### src/rtl/mem_port_arbiter_pkg.sv
// Shared types and widths for the memory-port arbiter: bus widths, FSM encoding
// and the latched request record.
package mem_port_arbiter_pkg;

  localparam int MEM_ADDR_WIDTH = 16;
  localparam int MEM_WORD_WIDTH = 16;
  localparam int MARB_RETRY_W   = 3;

  // Ten states are needed (DONE/FAIL and LDONE/DDONE each drive a distinct pulse), so 4 bits.
  typedef enum logic [3:0] {
    MARB_IDLE   = 4'd0,
    MARB_SETUP  = 4'd1,
    MARB_STROBE = 4'd2,
    MARB_WAIT   = 4'd3,
    MARB_DONE   = 4'd4,
    MARB_FAIL   = 4'd5,
    MARB_LOAD   = 4'd6,
    MARB_DUMP   = 4'd7,
    MARB_LDONE  = 4'd8,
    MARB_DDONE  = 4'd9
  } marb_state_t;

  typedef struct packed {
    logic                      port;
    logic                      we;
    logic [MEM_ADDR_WIDTH-1:0] addr;
    logic [MEM_WORD_WIDTH-1:0] wdata;
  } mem_req_t;

  function automatic logic marb_in_access(input marb_state_t s);
    return (s == MARB_SETUP) || (s == MARB_STROBE) || (s == MARB_WAIT);
  endfunction

endpackage

### src/rtl/mem_rr_pick.sv
// Two-way round-robin pick: when both ports request, the one not named by ptr wins.
// Purely combinational; the caller owns the pointer update.
module mem_rr_pick (
  input  logic [1:0] req,
  input  logic       ptr,
  output logic       grant_valid,
  output logic       grant_id
);

  always_comb begin
    grant_valid = |req;
    grant_id    = (&req) ? ~ptr : req[1];
  end

endmodule

### src/rtl/mem_port_arbiter.sv
// Owns the MEMU control port: arbitrates two requesters, runs setup/strobe/sample with
// retries (Ack at N+4, +2 per retry), and slots ROM readback/writeback strobes between accesses.
module mem_port_arbiter
  import mem_port_arbiter_pkg::*;
#(
  parameter int unsigned MAX_RETRIES = 3
) (
  input  logic                      Clk,
  input  logic                      Reset,
  input  logic                      Req0,
  input  logic                      Req1,
  input  logic                      We0,
  input  logic                      We1,
  input  logic [MEM_ADDR_WIDTH-1:0] Addr0,
  input  logic [MEM_ADDR_WIDTH-1:0] Addr1,
  input  logic [MEM_WORD_WIDTH-1:0] Wdata0,
  input  logic [MEM_WORD_WIDTH-1:0] Wdata1,
  output logic                      Ack0,
  output logic                      Ack1,
  output logic                      Err0,
  output logic                      Err1,
  output logic [MEM_WORD_WIDTH-1:0] Rdata,
  input  logic                      Load_req,
  input  logic                      Dump_req,
  output logic                      Load_done,
  output logic                      Dump_done,
  output logic                      Read_sig,
  output logic                      Write_sig,
  output logic                      Mem_op_enable,
  output logic [MEM_ADDR_WIDTH-1:0] Address_in,
  output logic [MEM_WORD_WIDTH-1:0] Data_in,
  input  logic [MEM_WORD_WIDTH-1:0] Data_out,
  input  logic                      Mem_op_success,
  output logic                      Read_back_sig,
  output logic                      Write_back_sig
);

  localparam logic [MARB_RETRY_W-1:0] MAX_R = MARB_RETRY_W'(MAX_RETRIES);

  marb_state_t               state, state_nxt;
  mem_req_t                  cur, cur_nxt;
  logic [MARB_RETRY_W-1:0]   retry_cnt, retry_nxt;
  logic                      ptr, ptr_nxt;
  logic                      load_pend, load_pend_nxt;
  logic                      dump_pend, dump_pend_nxt;
  logic                      load_any, dump_any;
  logic                      grant_valid, grant_id;
  logic                      in_acc;

  logic                      ack0_nxt, ack1_nxt, err0_nxt, err1_nxt;
  logic                      load_done_nxt, dump_done_nxt;
  logic                      read_sig_nxt, write_sig_nxt, mem_op_enable_nxt;
  logic                      read_back_nxt, write_back_nxt;
  logic [MEM_WORD_WIDTH-1:0] rdata_nxt;

  mem_rr_pick u_pick (
    .req         ({Req1, Req0}),
    .ptr         (ptr),
    .grant_valid (grant_valid),
    .grant_id    (grant_id)
  );

  // The request record is itself a register, so the MEMU address/data lines come straight from it.
  assign Address_in = cur.addr;
  assign Data_in    = cur.wdata;

  always_comb begin
    state_nxt     = state;
    cur_nxt       = cur;
    retry_nxt     = retry_cnt;
    ptr_nxt       = ptr;
    rdata_nxt     = Rdata;
    // A pulse arriving in the same IDLE cycle is served at once rather than a cycle late.
    load_any      = load_pend | Load_req;
    dump_any      = dump_pend | Dump_req;
    load_pend_nxt = load_any;
    dump_pend_nxt = dump_any;

    case (state)
      MARB_IDLE: begin
        if (load_any) begin
          state_nxt     = MARB_LOAD;
          load_pend_nxt = 1'b0;
        end else if (dump_any) begin
          state_nxt     = MARB_DUMP;
          dump_pend_nxt = 1'b0;
        end else if (grant_valid) begin
          cur_nxt   = grant_id ? '{port: 1'b1, we: We1, addr: Addr1, wdata: Wdata1}
                               : '{port: 1'b0, we: We0, addr: Addr0, wdata: Wdata0};
          retry_nxt = '0;
          state_nxt = MARB_SETUP;
        end
      end
      MARB_SETUP:  state_nxt = MARB_STROBE;
      MARB_STROBE: state_nxt = MARB_WAIT;
      MARB_WAIT: begin
        if (Mem_op_success) begin
          if (!cur.we) rdata_nxt = Data_out;
          state_nxt = MARB_DONE;
        end else if (retry_cnt < MAX_R) begin
          retry_nxt = retry_cnt + 1'b1;
          state_nxt = MARB_STROBE;
        end else begin
          state_nxt = MARB_FAIL;
        end
      end
      MARB_DONE, MARB_FAIL: begin
        ptr_nxt   = cur.port;
        state_nxt = MARB_IDLE;
      end
      MARB_LOAD:  state_nxt = MARB_LDONE;
      MARB_DUMP:  state_nxt = MARB_DDONE;
      MARB_LDONE: state_nxt = MARB_IDLE;
      MARB_DDONE: state_nxt = MARB_IDLE;
      default:    state_nxt = MARB_IDLE;
    endcase

    // Outputs are decoded from the next state so the registered copies line up with it.
    in_acc            = marb_in_access(state_nxt);
    read_sig_nxt      = in_acc & ~cur_nxt.we;
    write_sig_nxt     = in_acc &  cur_nxt.we;
    mem_op_enable_nxt = (state_nxt == MARB_STROBE);
    ack0_nxt          = (state_nxt == MARB_DONE) & ~cur_nxt.port;
    ack1_nxt          = (state_nxt == MARB_DONE) &  cur_nxt.port;
    err0_nxt          = (state_nxt == MARB_FAIL) & ~cur_nxt.port;
    err1_nxt          = (state_nxt == MARB_FAIL) &  cur_nxt.port;
    read_back_nxt     = (state_nxt == MARB_LOAD);
    write_back_nxt    = (state_nxt == MARB_DUMP);
    load_done_nxt     = (state_nxt == MARB_LDONE);
    dump_done_nxt     = (state_nxt == MARB_DDONE);
  end

  always_ff @(posedge Clk) begin
    if (Reset) begin
      state     <= MARB_IDLE;
      cur       <= '0;
      retry_cnt <= '0;
      ptr       <= 1'b0;
      load_pend <= 1'b0;
      dump_pend <= 1'b0;
    end else begin
      state     <= state_nxt;
      cur       <= cur_nxt;
      retry_cnt <= retry_nxt;
      ptr       <= ptr_nxt;
      load_pend <= load_pend_nxt;
      dump_pend <= dump_pend_nxt;
    end
  end

  always_ff @(posedge Clk) begin
    if (Reset) begin
      Ack0           <= 1'b0;
      Ack1           <= 1'b0;
      Err0           <= 1'b0;
      Err1           <= 1'b0;
      Rdata          <= '0;
      Load_done      <= 1'b0;
      Dump_done      <= 1'b0;
      Read_sig       <= 1'b0;
      Write_sig      <= 1'b0;
      Mem_op_enable  <= 1'b0;
      Read_back_sig  <= 1'b0;
      Write_back_sig <= 1'b0;
    end else begin
      Ack0           <= ack0_nxt;
      Ack1           <= ack1_nxt;
      Err0           <= err0_nxt;
      Err1           <= err1_nxt;
      Rdata          <= rdata_nxt;
      Load_done      <= load_done_nxt;
      Dump_done      <= dump_done_nxt;
      Read_sig       <= read_sig_nxt;
      Write_sig      <= write_sig_nxt;
      Mem_op_enable  <= mem_op_enable_nxt;
      Read_back_sig  <= read_back_nxt;
      Write_back_sig <= write_back_nxt;
    end
  end

endmodule

### config.mk
export PLATFORM = sky130hd
export DESIGN_NAME = mem_port_arbiter
export DESIGN_NICKNAME = d
export VERILOG_FILES = /design/src/rtl/mem_port_arbiter_pkg.sv /design/src/rtl/mem_rr_pick.sv /design/src/rtl/mem_port_arbiter.sv
export SDC_FILE = /design/constraint.sdc
export NUM_CORES = 1
export LEC_CHECK = 0
export CAP_MARGIN = 30
export CORE_MARGIN = 1.5
export CORE_UTILIZATION = 37
export CTS_CLUSTER_SIZE = 30
export DETAILED_ROUTE_END_ITERATION = 12
export HOLD_SLACK_MARGIN = 0.08
export PLACE_DENSITY = 0.72
export REMOVE_ABC_BUFFERS = 1
export SLEW_MARGIN = 20
export SYNTH_ARGS = -nofsm -noshare
export SYNTH_HDL_FRONTEND = slang
export SYNTH_SLANG_ARGS = --single-unit
### constraint.sdc
create_clock -name Clk -period 1.55 [get_ports Clk]
set_clock_uncertainty 0.05 [all_clocks]
set_input_delay 0.155 -clock Clk [delete_from_list [all_inputs] [get_ports Clk]]
set_output_delay 0.155 -clock Clk [all_outputs]
set_load 0.01 [all_outputs]
==> metrics.csv, run 1 <==
stage;metric;value;unit
status;status;complete, but fails checks;
status;violations;setup timing;
cells_and_area;final_cell_area;5416;um2
timing;setup_tns;-2069;ps
setup_path;max_stage_delay;530;ps
pwr;clkPwrFrac;0.269;
cells_and_area;n_fill_cell;661;
logic_synthesis;synth_edf_count;0;
clocking;cts_tree;built;
timing;holdWs;256.6;ps
pwr;p_leak;2.178;nW
drt;drt_pass1_iterations;4;
drt;drc;0;
timing;drv_slew;0;
clocking;htreeDepth;3;
pwr;netSwitchingFraction;0.2846;
pwr;power.density;1066;nW/um2
setup_path;crit_arrival;1910;ps
drt;avgViaCountPerCell;4.857;
logic_synthesis;async_reset_ff_frac;0;
pwr;ir_drop;0.0005404;V
logic_synthesis;syn-cell-area;3141;um2
global_route;antenna_found_initial;0;
timing;fin_crit;1717;ps
drt;initialDrtViolationCount;45;
placement;dp.cells;547;
timing;setup_ws;-167.2;ps
clocking;cts.clk_slew.worst_paths;70;ps
cells_and_area;regArea;1428;um2
global_route;grt_pass1_vias;2851;
floorplanning;dieWidth;95.13;um
clocking;cts_root_buffer;clkbuf_8;
global_route;grt-ovfl-total;0;
cells_and_area;mostFrequentLayoutCell;clkdlybuf4s50_1;
pwr;finalPower;5.772;mW
pwr;p_int;4.129;mW
cells_and_area;drive_gt1_frac;0.2248;
logic_synthesis;synthCells;322;
logic_synthesis;syn_area_per_cell;9.753;um2
global_route;grt_start_max_net_pins;34;
cells_and_area;final_core_util;0.6592;
logic_synthesis;ys_types;40;
setup_path;start_kind;flop;
setup_path;crit_fanout;3;
placement;dp_slack;-519.1;ps
job;cap_violations;0;
timing;finalHoldViolations;0;
floorplanning;num_rows;33;
placement;gp_congestion;0.7672;
cells_and_area;diodes;0;
floorplanning;die_h;95.13;um
timing;setup_violations;38;
drt;vias;2822;
setup_path;cp-end-kind;flop;
cells_and_area;final_cell_mix;clkdlybuf4s50_1 (144), dfxtp_1 (66), nor2_1 (52);
timing;fmax;582.3;MHz
hold_path;hold_path_class;in2reg;
placement;post-dp-hpwl;5.636;mm
drt;ant_nets;0;
floorplanning;design.portCount;148;
clocking;cts_num_sinks;71;
floorplanning;start_util;0.3822;
timing;rsz0062_at_grt;true;
drt;finalWirelength;8.546;mm
logic_synthesis;yosysWarningCount;0;
clocking;cts_inserted_buffers;9;
cells_and_area;multiInputGateArea;1592;um2
setup_path;critical_path_class;reg2reg;
setup_path;crit_chain;or4_4 -> buf_6 -> a22oi_2 -> o311ai_4 -> a211oi_2;
global_route;grt_usage;0.1938;
logic_synthesis;synth-seq-area-share;0.4526;
timing;period_share;1.108;
pwr;seqPwrFrac;0.376;
clocking;cts.path.max_buffers;2;
pwr;p_sw;1.643;mW
placement;place_area;4654;um2
cells_and_area;nets;561;
clocking;clock_latency;330;ps
timing;slew_headroom;0.7613;
floorplanning;coreArea;8217;um2
timing;tightest_slew;355.3;ps
logic_synthesis;ys_ff_latch;71;
cells_and_area;fin_cells;581;
drt;drt-wirelength-per-cell;14.71;um
setup_path;slowest_stage;or4_4;
cells_and_area;area_delta_synth_final;72.47;%
logic_synthesis;ys.flop_type;dfxtp_1;
setup_path;crit_required;1740;ps
global_route;grt_pass1_wl;13.46;mm
placement;portBuffers;147;
floorplanning;die-area;9050;um2
pwr;power_frac_comb;0.355;
## synthesized netlist by cell type, types with 2 or more instances
| cell | number | area, um2 |
|---|---|---|
| nor3b_2 | 2 | 25.02 |
| nor2_1 | 60 | 225.2 |
| mux2i_1 | 50 | 500.5 |
| a211oi_1 | 35 | 262.8 |
| buf_4 | 36 | 270.3 |
| a21oi_1 | 5 | 25.02 |
| nand2_1 | 2 | 7.510 |
| or4_1 | 2 | 15.01 |
| dfxtp_1 | 71 | 1421 |
| inv_1 | 4 | 15.01 |
| nor3_1 | 9 | 45.04 |
| o211ai_1 | 2 | 15.01 |
| clkbuf_1 | 7 | 26.28 |
| nand3_1 | 3 | 15.01 |
| buf_2 | 9 | 45.04 |
## worst max-delay path, delay by kind of cell, from the launching register on
family / cells / cell delay (ps)
AOI/OAI and AO/OA: 3 / 590
and+or+nand+nor: 1 / 530
buffers and inverters: 1 / 140
DFF: 1 / 330
## power by group through the flow
stage	Combinational [mW]	Clock, mW	Sequential [mW]
after floorplan	0.603	0	2.26
after global placement	1.54	0	2.17
after detailed placement	1.57	0	2.18
after CTS	1.95	1.61	2.16
after global routing	2.19	1.69	2.19
final	2.05	1.55	2.17
## final cells by class
cell class | instances | area share
clock inverter | 4 | 0.01294
sequential | 71 | 0.2636
multi-input combinational | 194 | 0.2938
clock buffer | 12 | 0.02495
inverter | 4 | 0.002772
tap | 105 | 0.02426
timing repair buffer | 191 | 0.3777
## flip-flops by register name (all words and copies together) (netlist names)
name            flops
Ack0                1
Write_sig           1
Mem_op_enable       1
Read_sig            1
dump_pend           1
Err1                1
cur                 2
Rdata              16
Dump_done           1
load_pend           1
Err0                1
Load_done           1
Address_in         16
Data_in            16
Ack1                1
ptr                 1
Read_back_sig       1
state               4
retry_cnt           3
Write_back_sig      1
## worst paths after layout
path	start	end	slack, ps	cells past startpoint
setup / recovery	dump_pend	Read_sig	-170	5
hold / removal	Dump_req	dump_pend	260	3
setup reg to reg	dump_pend	Read_sig	-170	5
hold reg to reg	Rdata[4]	Rdata[4]	450	2
## what timing repair did
action | 4_1_cts | 5_1_grt
setup endpoints to repair | 60 | 68
gates cloned | 6 | 0
setup buffers | 8 | 4
endpoints found under the hold margin | 4 | 0
hold buffers | 1 | 0
pin swaps | 15 | 4
resized for setup | 46 | 16
## cell families (layout without fill, tap and decap cells)
| group | count (synthesis) | in the layout | synth area share |
|---|---|---|---|
| mux | 51 | 51 | 0.1629 |
| compound gates | 52 | 52 | 0.1243 |
| xor+xnor | 1 | 1 | 0.002789 |
| fa+ha+maj | 1 | 1 | 0.003983 |
| simple gates | 89 | 89 | 0.1363 |
| flops | 71 | 71 | 0.4526 |
| buf+inv | 57 | 211 | 0.1171 |
## metal layers
| layer | wire length, um | GRT usage | vias up |
|---|---|---|---|
| met5 | 0 | 0 | - |
| met4 | 152 | 0.07711 | 0 |
| met3 | 656 | 0.06220 | 14 |
| met2 | 4276 | 0.3404 | 105 |
| met1 | 3461 | 0.2151 | 1303 |
| li1 | - | - | 1400 |
Power figures use the tool's default switching activity.
==> run 2, diff against run 1 <==
--- a/config.mk
+++ b/config.mk
@@ -7,11 +7,12 @@
 export LEC_CHECK = 0
 export CAP_MARGIN = 30
 export CORE_MARGIN = 1.5
-export CORE_UTILIZATION = 37
+export CORE_UTILIZATION = 45
 export CTS_CLUSTER_SIZE = 30
 export DETAILED_ROUTE_END_ITERATION = 12
+export DONT_BUFFER_PORTS = 1
 export HOLD_SLACK_MARGIN = 0.08
-export PLACE_DENSITY = 0.72
+export PLACE_DENSITY = 0.58
 export REMOVE_ABC_BUFFERS = 1
 export SLEW_MARGIN = 20
 export SYNTH_ARGS = -nofsm -noshare
==> run 2 against run 1 <==
The run ends with hold timing, setup timing left. Sequential power grew 4%. Via count shrank 22%. Critical path depth is the same. Worst hold slack lost 440 ps. Total power shrank 14%. Clock-buffer cell count shrank 2. Non-clock buffer count shrank 161. Combinational power shrank 42%. Routed wire length shrank 25%. Sequential share of layout area grew 14 points. Die area shrank 17%. Maximum frequency grew 6.1%. Critical path type unchanged. Highest routed layer unchanged.
==> metrics.csv, run 2 (same netlist as run 1, synthesis figures left out) <==
stage;metric;value;unit
timing;drv_slew;0;
drt;drc;0;
drt;ant_nets;0;
placement;post-dp-hpwl;4.108;mm
clocking;cts.path.max_buffers;2;
global_route;grt_pass1_wl;8.907;mm
pwr;ir_drop;0.0005609;V
status;status;complete, but fails checks;
floorplanning;die_h;86.54;um
clocking;cts_inserted_buffers;9;
pwr;finalPower;4.956;mW
timing;fmax;617.7;MHz
cells_and_area;diodes;0;
cells_and_area;nets;400;
cells_and_area;fin_cells;395;
setup_path;crit_required;1720;ps
global_route;grt_start_max_net_pins;65;
drt;initialDrtViolationCount;77;
setup_path;crit_fanout;4;
setup_path;critical_path_class;reg2reg;
timing;setup_tns;-376.2;ps
global_route;grt_pass1_vias;1884;
cells_and_area;final_cell_mix;dfxtp_1 (65), nor2_1 (59), mux2i_1 (49);
drt;finalWirelength;6.402;mm
clocking;cts.clk_slew.worst_paths;80;ps
floorplanning;start_util;0.4648;
global_route;antenna_found_initial;0;
clocking;cts_root_buffer;clkbuf_8;
job;cap_violations;0;
floorplanning;coreArea;6756;um2
global_route;grt_usage;0.1553;
placement;portBuffers;0;
floorplanning;die-area;7489;um2
pwr;power.density;1404;nW/um2
drt;drt-wirelength-per-cell;16.21;um
status;violations;hold timing, setup timing;
hold_path;hold_path_class;in2reg;
cells_and_area;drive_gt1_frac;0.2508;
global_route;grt-ovfl-total;0;
timing;tightest_slew;364.8;ps
timing;period_share;1.044;
timing;finalHoldViolations;67;
floorplanning;design.portCount;148;
drt;avgViaCountPerCell;5.542;
pwr;p_leak;1.454;nW
cells_and_area;regArea;1431;um2
cells_and_area;final_core_util;0.5224;
clocking;clock_latency;340;ps
clocking;htreeDepth;3;
floorplanning;num_rows;30;
setup_path;cp-end-kind;flop;
cells_and_area;multiInputGateArea;1468;um2
timing;holdWs;-179.2;ps
timing;rsz0062_at_grt;true;
setup_path;crit_arrival;1790;ps
placement;dp_slack;-162.0;ps
placement;dp.cells;370;
floorplanning;dieWidth;86.54;um
clocking;cts_tree;built;
drt;drt_pass1_iterations;4;
cells_and_area;n_fill_cell;652;
cells_and_area;area_delta_synth_final;12.39;%
placement;gp_congestion;0.7932;
setup_path;start_kind;flop;
timing;setup_ws;-68.96;ps
timing;slew_headroom;0.7549;
drt;vias;2189;
clocking;cts_num_sinks;71;
cells_and_area;mostFrequentLayoutCell;dfxtp_1;
timing;fin_crit;1619;ps
timing;setup_violations;9;
==> run 2: metrics by stage <==
step | instance area, um2 | hold slack (ps)
final | 3530 | -179.2
after global placement | 3107 | 182.8
after global routing | 3530 | -204.1
after CTS | 3374 | -190.7
after floorplan | 2788 | 174.1
after detailed placement | 3107 | 184.8
==> run 2: layer usage <==
metal	vias to the layer above	share of wire	routed length, um	GRT usage
li1	1079	-	-	-
met1	1001	0.43	2725	0.1802
met2	102	0.47	3012	0.2500
met3	7	0.091	583	0.06762
met4	0	0.012	80	0.06598
met5	-	0	0	0
==> run 2: layout make-up <==
class	instances	area share
tap	80	0.02836
clock buffer	10	0.03899
timing repair buffer	30	0.08791
sequential	71	0.4055
inverter	4	0.004254
clock inverter	6	0.01914
multi-input combinational	194	0.4158
==> run 2: worst paths after layout <==
check	start	to	slack, ps	cells past startpoint
worst max-delay path	load_pend	Write_back_sig	-70	5
worst min-delay path	Reset	state[2]	-180	1
worst max register to register	load_pend	Write_back_sig	-70	5
worst min register to register	cur[32]	Read_sig	440	1
==> run 2: critical path, cell delays in order (launching register included) <==
cell	delay [ps]
dfxtp_2	330
or4_4	510
o31a_1	280
o21ai_1	140
buf_4	160
nor3_2	40
==> run 2: power breakdown <==
group / total [mW] / internal [mW] / switching, mW
Combinational: 1.19 / 0.639 / 0.548
Clock: 1.51 / 0.792 / 0.717
Sequential: 2.26 / 2.04 / 0.223
==> run 2: what timing repair did <==
action	CTS	global route
setup buffers	1	6
gates cloned	0	2
endpoints found under the setup margin	46	65
gates resized for setup	16	13
endpoints found under the hold margin	67	67
pin swaps	7	5
